[src/rtl/rotary_pkg.sv]
// rotary_pkg: shared direction/mode encodings and the acceleration state type
// for the rotary position counter.
package rotary_pkg;
  localparam logic DIR_CW    = 1'b1;
  localparam logic DIR_CCW   = 1'b0;
  localparam logic MODE_SAT  = 1'b0;
  localparam logic MODE_WRAP = 1'b1;
  typedef enum logic {ACC_SLOW, ACC_FAST} acc_state_e;
endpackage

[src/rtl/rotary_position_counter_accel.sv]
// rotary_accel_ctrl: gap timer plus SLOW/FAST state machine; o_fast marks a pulse
// that should use the multiplied step. Used only when ROTARY_POS_ACCEL_EN is defined.
module rotary_accel_ctrl
  import rotary_pkg::*;
#(
  parameter int FAST_GAP = 50000
) (
  input  logic i_clk,
  input  logic i_rst_n,
  input  logic i_cnt,
  input  logic i_cnt_cw,
  input  logic i_load,
  output logic o_fast
);
  localparam int TW = $clog2(FAST_GAP + 1);
  localparam logic [TW-1:0] GAP = TW'(FAST_GAP);
  acc_state_e state_q, state_d;
  logic [TW-1:0] timer_q, timer_d;
  logic dir_q, dir_d, seen_q, seen_d, pulse, fast_go;
  always_comb begin
    pulse   = i_cnt && !i_load;
    // seen_q keeps the very first pulse after reset slow: there is no previous direction yet
    fast_go = pulse && timer_q < GAP && i_cnt_cw == dir_q && (state_q == ACC_FAST || seen_q);
    timer_d = pulse ? '0 : (timer_q == GAP ? timer_q : timer_q + 1'b1);
    dir_d   = pulse ? i_cnt_cw : dir_q;
    seen_d  = seen_q || pulse;
    state_d = fast_go ? ACC_FAST : (i_load || pulse || timer_q == GAP) ? ACC_SLOW : state_q;
    o_fast  = fast_go;
  end
  always_ff @(posedge i_clk) begin
    if (!i_rst_n) begin
      state_q <= ACC_SLOW;
      timer_q <= '0;
      dir_q   <= DIR_CW;
      seen_q  <= 1'b0;
    end else begin
      state_q <= state_d;
      timer_q <= timer_d;
      dir_q   <= dir_d;
      seen_q  <= seen_d;
    end
  end
endmodule

[src/rtl/rotary_position_counter.sv]
// rotary_position_counter: accumulates encoder step pulses into a bounded position with
// saturate or wrap overflow; optional step acceleration under ROTARY_POS_ACCEL_EN.
module rotary_position_counter
  import rotary_pkg::*;
#(
  parameter int WIDTH      = 8,
  parameter int POS_MIN    = 0,
  parameter int POS_MAX    = 255,
  parameter int POS_RESET  = 0,
  parameter int STEP       = 1,
  parameter int FAST_GAP   = 50000,
  parameter int ACCEL_MULT = 4
) (
  input  logic             i_clk,
  input  logic             i_rst_n,
  input  logic             i_cnt,
  input  logic             i_cnt_cw,
  input  logic             i_wrap,
  input  logic             i_load,
  input  logic [WIDTH-1:0] i_load_val,
  output logic [WIDTH-1:0] o_pos,
  output logic             o_changed,
  output logic             o_at_min,
  output logic             o_at_max
);
  localparam int S     = WIDTH + 2;
  localparam int RST_C = POS_RESET < POS_MIN ? POS_MIN : (POS_RESET > POS_MAX ? POS_MAX : POS_RESET);
  localparam logic signed [S-1:0] MIN_S  = S'(POS_MIN);
  localparam logic signed [S-1:0] MAX_S  = S'(POS_MAX);
  localparam logic signed [S-1:0] RNG_S  = S'(POS_MAX - POS_MIN + 1);
  localparam logic signed [S-1:0] D_SLOW = S'(STEP);
  localparam logic signed [S-1:0] D_FAST = S'(STEP * ACCEL_MULT);
  if (!(POS_MIN < POS_MAX && POS_MAX < 2**WIDTH) || STEP * ACCEL_MULT > POS_MAX - POS_MIN + 1 || FAST_GAP < 1)
    $error("rotary_position_counter: illegal parameter set");
  logic fast;
`ifdef ROTARY_POS_ACCEL_EN
  rotary_accel_ctrl #(.FAST_GAP(FAST_GAP)) u_accel (
    .i_clk    (i_clk),
    .i_rst_n  (i_rst_n),
    .i_cnt    (i_cnt),
    .i_cnt_cw (i_cnt_cw),
    .i_load   (i_load),
    .o_fast   (fast)
  );
`else
  assign fast = 1'b0;
`endif
  logic [WIDTH-1:0] pos_q, pos_d;
  logic changed_q, changed_d, at_min_q, at_min_d, at_max_q, at_max_d;
  logic signed [S-1:0] pos_s, ld_s, d, stp, wrp, sat, ld_c;
  always_comb begin
    pos_s     = {2'b00, pos_q};
    ld_s      = {2'b00, i_load_val};
    d         = fast ? D_FAST : D_SLOW;
    stp       = i_cnt_cw == DIR_CW ? pos_s + d : pos_s - d;
    // d never exceeds the range, so a single correction brings stp back in range
    wrp       = stp > MAX_S ? stp - RNG_S : (stp < MIN_S ? stp + RNG_S : stp);
    sat       = stp > MAX_S ? MAX_S : (stp < MIN_S ? MIN_S : stp);
    ld_c      = ld_s > MAX_S ? MAX_S : (ld_s < MIN_S ? MIN_S : ld_s);
    pos_d     = i_load ? WIDTH'(ld_c) : i_cnt ? WIDTH'(i_wrap == MODE_WRAP ? wrp : sat) : pos_q;
    changed_d = pos_d != pos_q;
    at_min_d  = pos_d == WIDTH'(POS_MIN);
    at_max_d  = pos_d == WIDTH'(POS_MAX);
  end
  always_ff @(posedge i_clk) begin
    if (!i_rst_n) begin
      pos_q     <= WIDTH'(RST_C);
      changed_q <= 1'b0;
      at_min_q  <= RST_C == POS_MIN;
      at_max_q  <= RST_C == POS_MAX;
    end else begin
      pos_q     <= pos_d;
      changed_q <= changed_d;
      at_min_q  <= at_min_d;
      at_max_q  <= at_max_d;
    end
  end
  assign o_pos     = pos_q;
  assign o_changed = changed_q;
  assign o_at_min  = at_min_q;
  assign o_at_max  = at_max_q;
endmodule

[config.mk]
export PLATFORM = sky130hd
export DESIGN_NAME = rotary_position_counter
export DESIGN_NICKNAME = d
export VERILOG_FILES = /design/src/rtl/rotary_pkg.sv /design/src/rtl/rotary_position_counter_accel.sv /design/src/rtl/rotary_position_counter.sv
export SDC_FILE = /design/constraint.sdc
export NUM_CORES = 1
export LEC_CHECK = 0
export CAP_MARGIN = 20
export CORE_MARGIN = 2
export CORE_UTILIZATION = 40
export CTS_BUF_LIST = sky130_fd_sc_hd__clkbuf_4 sky130_fd_sc_hd__clkbuf_8
export DETAILED_ROUTE_END_ITERATION = 10
export PLACE_DENSITY = 0.74
export SLEW_MARGIN = 40
export SYNTH_ARGS = -nofsm -noshare
export SYNTH_HDL_FRONTEND = slang
export SYNTH_SLANG_ARGS = --single-unit
[constraint.sdc]
create_clock -name i_clk -period 4.9 [get_ports i_clk]
set_input_delay 0.98 -clock i_clk [delete_from_list [all_inputs] [get_ports i_clk]]
set_output_delay 0.98 -clock i_clk [all_outputs]
set_load 0.02 [all_outputs]
==> flow_summary.ini, run 1 <==
[outcome]
outcome = complete, no violations

[clock_tree]
cts_inserted_buffers = 3
cts_resized = 0
cts_setup_buffers = 0
clock_path_buffers = 2
root_buffer = clkbuf_4
hold_buffers = 0
cts_tree = done
insertion_delay_ns = 0.27
clock-sinks = 11
clkTransAtPathRegs_ns = 0.07
cts_htree_levels = 1

[final_layout]
final_core_util_pct = 50.6
areaGrowthSynthToFinish_pct = 22.5
final_cells = 203
n_antenna_cell = 0
n_fill_cell = 276
multi_input_area_sq_um = 807
fin_nets = 189
regArea_sq_um = 220
drive_above_1_share_pct = 9.30
design_area_sq_um = 1370

[global_route]
grt_overflow_total = 0
antenna_found_initial = 0
grt_pass1_wl_um = 5140
grt_start_max_net_pins = 21
grt_pass1_vias = 1141
track_usage_pct = 19.8

[critical_path]
required_ns = 5.06
arrival_ns = 3.17
cp-start-kind = primary input
path_max_fanout = 10
path_class = in2reg
critPathCaptureType = register

[detailed_routing]
drc = 0
drt_first_pass_iters = 4
drt_iter0_drc = 72
antenna_left = 0
via_count = 1256
vias_per_cell = 6.19
wirelength_um = 3130
wl_per_cell_um = 15.4

[floorplanning]
dieArea_sq_um = 3240
core-area_sq_um = 2710
die_y_um = 56.9
rows = 19
initial_core_util_pct = 41.3
io-pin-count = 25
die_w_um = 56.9

[flow_run]
max_cap_viol_count = 0

[synth]
seq_area_frac_synth_pct = 19.7
ys.flop_type = dfxtp_1
synth_compound_area_share_pct = 29.2
yosys_warnings = 0
synth_cells = 154
synth_area_sq_um = 1120
yosysUniqueCellTypes = 50
synth_edf_count = 0
async_flop_share_pct = 0
synth_fp_nets = 170
synth_fa_ha_area_share_pct = 2.24
syn_area_per_cell_sq_um = 7.26
synth_seq_cells = 11
synth_xor_xnor_area_share_pct = 5.48
synth_top_family_by_area = simple AND/OR/NAND/NOR gates
synth.area.mux_share_pct = 0.895
yosys.area_share.simple_pct = 34.3

[timing]
tns_ns = 0
fin_skew_ns = 0.00117
worstMarginPinSlew_ns = 0.688
fin_crit_ns = 3.01
relSlewSlack_pct = 54.0
whs_ns = 0.826
finalCritPeriodShare_pct = 61.4
clock.fmax_mhz = 333
finalMaxSlewViolations = 0
setup_viol = 0
rsz0062_at_grt = no
finalHoldViolations = 0

[power]
p_per_area_nw_per_um2 = 216
total_leakage_power_nw = 0.489
ir_drop_uv = 162

[placed_design]
placed_cell_area_sq_um = 1340
place_congestion = 0.939
placedCellCount = 199
dpl.hpwl_um = 2410
io_buffers = 24

[hold_path]
worstHoldPathType = reg2reg
-- routing by layer --
metal	vias to the layer above	share of wire [%]	global-route usage [%]
met3	8	8.1	5.30
li1	606	-	-
met5	-	0	0
met2	66	47	31.9
met4	0	1.3	7.97
met1	576	43	24.8
-- cell usage after synthesis (2+ instances only) --
cell | number | area share, %
ha_1 | 2 | 2.2
o31ai_1 | 4 | 2.7
dfxtp_1 | 11 | 20
o21ai_0 | 9 | 4.0
a22oi_1 | 2 | 1.3
a31oi_1 | 5 | 2.8
nor3_1 | 6 | 2.7
nand3_1 | 6 | 2.7
nand3b_1 | 2 | 1.3
clkbuf_1 | 3 | 1.0
buf_4 | 2 | 1.3
a21oi_1 | 14 | 6.3
xnor2_1 | 2 | 1.6
o21ai_1 | 2 | 0.89
xor2_1 | 5 | 3.9
inv_1 | 9 | 3.0
nand2_1 | 10 | 3.4
nor4_1 | 3 | 1.7
nor2_1 | 16 | 5.4
nor4_4 | 2 | 3.8
and2_1 | 4 | 2.2
o2111ai_1 | 2 | 1.6
nand2b_1 | 2 | 1.1
or3_1 | 3 | 1.7
buf_2 | 3 | 1.3
-- logic make-up (layout without fill, tap and decap cells) --
kind of cell               after synthesis  in the layout
adders and majority gates                2              2
xor gates and xnor gates                 7              7
muxes                                    1              1
and+or+nand+nor                         64             64
AOI/OAI and AO/OA                       50             50
DFF                                     11             11
buffers and inverters                   19             37
-- sequential cells by signal, summed over array words and instances (netlist names) --
signal and count:
o_at_max 1, o_at_min 1, o_changed 1, o_pos 8
-- layout make-up --
| class | count | area share [%] |
|---|---|---|
| multi-input combinational | 124 | 58.9 |
| clock buffer | 4 | 2.19 |
| sequential | 11 | 16.1 |
| timing repair buffer | 24 | 17.5 |
| inverter | 9 | 2.47 |
| tap | 31 | 2.83 |
-- worst paths after layout --
| check | start | end | slack (ns) | depth (start not counted) |
|---|---|---|---|---|
| worst max-delay path | i_cnt_cw | o_at_min | 1.89 | 7 |
| worst min-delay path | o_pos[2] | o_changed | 0.83 | 2 |
| worst max register to register | o_pos[0] | o_at_min | 2.50 | 8 |
| worst min register to register | o_pos[2] | o_changed | 0.83 | 2 |
-- layout by cell type, fill, tap and decap left out, drive strengths merged, types with 5 or more instances in the layout --
master         netlist  final
nand2               10     10
inv                  9      9
o21ai               12     12
dfxtp               11     11
nor3                 6      6
a31oi                5      5
xor2                 5      5
nor2                16     16
nand3                7      7
a21oi               14     14
nor4                 6      6
clkdlybuf4s50        0     24
-- through the flow --
stage / setup WS (ns) / power, W
3_3_place_gp: 1.69 / 0.000228
2_1_floorplan: 2.40 / 0.000191
6_report: 1.89 / 0.000296
4_1_cts: 1.94 / 0.000295
5_1_grt: 1.65 / 0.000313
3_5_place_dp: 1.67 / 0.000229
-- power breakdown --
| group | switching (W) | internal, W |
|---|---|---|
| sequential | 0.0000163 | 0.0000960 |
| combinational | 0.0000637 | 0.0000532 |
| clock | 0.0000295 | 0.0000371 |
| total | 0.000110 | 0.000186 |
-- critical path: stages --
cell	delay, ns
clkdlybuf4s50_1	0.71
nand3_1	0.21
nor3_1	0.55
a21oi_1	0.08
nor3_1	0.29
nor4_1	0.10
a41o_1	0.25
Power figures use the tool's default switching activity.
==> inputs of run 2 (changes only) <==
==> constraint.sdc (replaced) <==
create_clock -name i_clk -period 2.8 [get_ports i_clk]
set_input_delay 0.56 -clock i_clk [delete_from_list [all_inputs] [get_ports i_clk]]
set_output_delay 0.56 -clock i_clk [all_outputs]
set_load 0.02 [all_outputs]
==> run 2 against run 1 <==
Against the previous run: routed wire length is 11% higher; die area stayed put; largest cell class unchanged; critical endpoint unchanged; flip-flop and latch count stayed put.
==> flow_summary.ini, run 2 (synthesis results as in run 1) <==
[outcome]
outcome = complete, no violations

[global_route]
track_usage_pct = 22.4
grt_pass1_vias = 1177
grt_start_max_net_pins = 15
grt_overflow_total = 0
antenna_found_initial = 0
grt_pass1_wl_um = 5750

[detailed_routing]
wirelength_um = 3470
vias_per_cell = 6.13
antenna_left = 0
drc = 0
drt_iter0_drc = 83
drt_first_pass_iters = 4
via_count = 1294
wl_per_cell_um = 16.5

[timing]
fin_skew_ns = 0.00362
clock.fmax_mhz = 406
finalCritPeriodShare_pct = 88.0
setup_viol = 0
tns_ns = 0
worstMarginPinSlew_ns = 0.405
finalMaxSlewViolations = 0
relSlewSlack_pct = 73.0
finalHoldViolations = 0
fin_crit_ns = 2.46
rsz0062_at_grt = no

[placed_design]
place_congestion = 0.998
placed_cell_area_sq_um = 1400
placedCellCount = 207
io_buffers = 24
dpl.hpwl_um = 2750

[final_layout]
final_cell_mix = 24 x clkdlybuf4s50_1, 16 x nor2_1, 14 x a21oi_1
design_area_sq_um = 1430
mostFrequentLayoutCell = clkdlybuf4s50_1
final_core_util_pct = 52.8
drive_above_1_share_pct = 13.3
fin_nets = 197
n_antenna_cell = 0
largest_reg_flops = 8
areaGrowthSynthToFinish_pct = 27.9
final_cells = 211

[critical_path]
critPathCaptureType = register
critical_path.endpoint = o_at_min
crit_chain = clkdlybuf4s50_1, buf_4, nor4_4, nand4b_2, nand4b_1, a31oi_1, nor4_1, a41o_1
crit-reg2reg-launch = o_pos[1]
required_ns = 3.01
cp-startpoint = i_cnt_cw
path_max_fanout = 10
path_class = in2reg
cp-start-kind = primary input
r2r-end = o_at_min
slowest_delay_ns = 0.50
reg2reg_slack_ns = 0.42
arrival_ns = 2.68
critPathSlowestCell = clkdlybuf4s50_1
reg2regPathDepth = 8

[floorplanning]
io-pin-count = 25
dieArea_sq_um = 3240
rows = 19
die_y_um = 56.9
core-area_sq_um = 2710
initial_core_util_pct = 41.3
die_w_um = 56.9

[clock_tree]
insertion_delay_ns = 0.27
clkTransAtPathRegs_ns = 0.07
clock-sinks = 11
hold_buffers = 0
cts_inserted_buffers = 3
cts_tree = done
cts_setup_buffers = 0
cts_htree_levels = 1
cts_resized = 0
clock_path_buffers = 2
root_buffer = clkbuf_4

[flow_run]
max_cap_viol_count = 0

[power]
p_per_area_nw_per_um2 = 372
p_total_w = 0.000531
total_leakage_power_nw = 0.529
ir_drop_uv = 422

[hold_path]
worstHoldPathType = reg2reg
-- run 2: cell types whose count changed in the layout (fill, tap and decap cells not counted), sizes merged --
cell / delta
buf: +8
-- run 2: worst min path at each step --
stage | startpoint | end | depth (start not counted)
after global placement | o_pos[1] | o_changed | 3
after global routing | o_pos[1] | o_changed | 3
after detailed placement | o_pos[7] | o_pos[7] | 3
after floorplan | i_rst_n | o_pos[3] | 1
after CTS | o_pos[7] | o_pos[7] | 3
final | o_pos[7] | o_pos[7] | 3
-- run 2: per-stage QoR --
stage	setup WS (ns)	hold slack, ns
floorplan	0.717	0.682
global placement	0.190	0.817
detailed placement	0.101	0.842
CTS	0.365	0.855
global route	0.196	0.930
finish	0.335	0.868
-- run 2: cell type report --
| type | instances | area [sq um] |
|---|---|---|
| repair buffers | 32 | 300 |
| multi-input cells | 124 | 807 |
| clock buffers | 4 | 30.0 |
| inverters | 9 | 33.8 |
| well taps | 31 | 38.8 |
| fillers | 283 | 1280 |
| flip-flops and latches | 11 | 220 |
-- run 2: routing by layer --
metal	wire length [um]	up-vias	global-route usage, %
li1	-	622	-
met1	1480	587	30.5
met2	1580	73	35.6
met3	297	12	4.15
met4	112	0	6.64
met5	0	-	0
-- run 2: power breakdown --
group / total, W / internal [W] / switching, W
registers: 0.000192 / 0.000168 / 0.0000245
logic: 0.000223 / 0.000101 / 0.000122
clock network: 0.000116 / 0.0000648 / 0.0000514
total: 0.000531 / 0.000334 / 0.000198
-- run 2: worst max-delay path, delay by kind of cell --
| family | cells | cell delay [ns] |
|---|---|---|
| simple gates | 4 | 1.04 |
| compound gates | 2 | 0.37 |
| buf+inv | 2 | 0.71 |
==> inputs of run 3 (changes only) <==
--- a/config.mk
+++ b/config.mk
@@ -7,10 +7,10 @@
 export LEC_CHECK = 0
 export CAP_MARGIN = 20
 export CORE_MARGIN = 2
-export CORE_UTILIZATION = 40
+export CORE_UTILIZATION = 52
 export CTS_BUF_LIST = sky130_fd_sc_hd__clkbuf_4 sky130_fd_sc_hd__clkbuf_8
 export DETAILED_ROUTE_END_ITERATION = 10
-export PLACE_DENSITY = 0.74
+export PLACE_DENSITY = 0.9
 export SLEW_MARGIN = 40
 export SYNTH_ARGS = -nofsm -noshare
 export SYNTH_HDL_FRONTEND = slang
==> run 3 against run 2 <==
Against the previous run: core utilization rose by 17 points; maximum frequency fell by 2.6%; sequential power barely moved; flip-flop and latch count did not move; design area fell by 1.9%; via count rose by 0.46%; power fell by 0.29%.
==> flow_summary.ini, run 3 (synthesis results as in run 1) <==
[clock_tree]
cts_inserted_buffers = 3
cts_resized = 0
cts_tree = done
clock-sinks = 11
cts_htree_levels = 1
root_buffer = clkbuf_4
hold_buffers = 0
cts_setup_buffers = 0
insertion_delay_ns = 0.28
clock_path_buffers = 2
clkTransAtPathRegs_ns = 0.07

[outcome]
outcome = complete, no violations

[detailed_routing]
wirelength_um = 3390
drc = 0
wl_per_cell_um = 16.6
drt_iter0_drc = 58
antenna_left = 0
drt_first_pass_iters = 4
via_count = 1300
vias_per_cell = 6.37

[final_layout]
n_antenna_cell = 0
final_cell_mix = 24 x clkdlybuf4s50_1, 16 x nor2_1, 14 x a21oi_1
largest_reg_flops = 8
n_fill_cell = 167
areaGrowthSynthToFinish_pct = 25.4
fin_nets = 194
drive_above_1_share_pct = 11.9
final_core_util_pct = 70.1
mostFrequentLayoutCell = clkdlybuf4s50_1

[timing]
tns_ns = 0
setup_viol = 0
rsz0062_at_grt = no
fin_crit_ns = 2.53
relSlewSlack_pct = 66.4
whs_ns = 0.831
finalCritPeriodShare_pct = 90.4
finalHoldViolations = 0
fin_skew_ns = 0.00618
worstMarginPinSlew_ns = 0.499
clock.fmax_mhz = 395
finalMaxSlewViolations = 0

[power]
ir_drop_uv = 406
total_leakage_power_nw = 0.514
p_per_area_nw_per_um2 = 378

[floorplanning]
die_w_um = 50.4
die_y_um = 50.4
initial_core_util_pct = 55.9
io-pin-count = 25
core-area_sq_um = 2000
rows = 16
dieArea_sq_um = 2540

[global_route]
grt_start_max_net_pins = 14
grt_pass1_vias = 1164
antenna_found_initial = 0
grt_overflow_total = 0
track_usage_pct = 27.9
grt_pass1_wl_um = 5380

[placed_design]
io_buffers = 24
place_congestion = 0.945
dpl.hpwl_um = 2680

[critical_path]
critPathCaptureType = register
required_ns = 3.02
path_class = in2reg
path_max_fanout = 10
arrival_ns = 2.75
cp-start-kind = primary input

[flow_run]
max_cap_viol_count = 0

[hold_path]
worstHoldPathType = reg2reg
==> run 3: cell count changes in the layout (fill, tap and decap cells not counted) <==
| cell | before | now |
|---|---|---|
| buf_4 | 8 | 5 |
==> run 3: path summary, 6_finish.rpt <==
kind	startpoint	endpoint	slack, ns	cells past startpoint
max	i_cnt_cw	o_at_min	0.27	8
min	o_pos[2]	o_changed	0.83	2
max reg2reg	o_pos[0]	o_at_max	0.38	7
min reg2reg	o_pos[2]	o_changed	0.83	2
==> run 3: area by class of cell <==
type	instances	area (sq um)	area share, %
Sequential cell	11	220	15.7
Inverter	9	33.8	2.41
Clock buffer	4	30.0	2.14
Multi-Input combinational cell	124	807	57.5
Timing Repair Buffer	29	278	19.8
Tap cell	27	33.8	2.41
==> run 3: per-stage QoR <==
step | cells | power, W | setup slack, ns | instance area [sq um]
6_report | 204 | 0.000530 | 0.268 | 1400
4_1_cts | 204 | 0.000529 | 0.360 | 1400
2_1_floorplan | 154 | 0.000334 | 0.717 | 1120
3_5_place_dp | 200 | 0.000408 | 0.0690 | 1370
3_3_place_gp | 200 | 0.000405 | 0.119 | 1370
5_1_grt | 204 | 0.000560 | 0.199 | 1400
==> run 3: per-layer routing <==
metal | track usage, % | share of wire, % | vias up
li1 | - | - | 616
met1 | 33.8 | 43 | 611
met2 | 49.8 | 49 | 65
met3 | 2.98 | 5.8 | 8
met4 | 11.3 | 2.7 | 0
met5 | 0 | 0 | -
==> run 3: worst max-delay path, stage by stage <==
cell	delay, ns
clkdlybuf4s50_1	0.48
buf_4	0.20
nor4_4	0.26
nand4b_2	0.35
nand4b_1	0.25
a31oi_1	0.16
nor4_1	0.28
a41o_1	0.21
==> run 3: report_power, final <==
group          internal [W]  switching [W]
clock             0.0000650      0.0000556
sequential         0.000168      0.0000260
combinational     0.0000974       0.000118
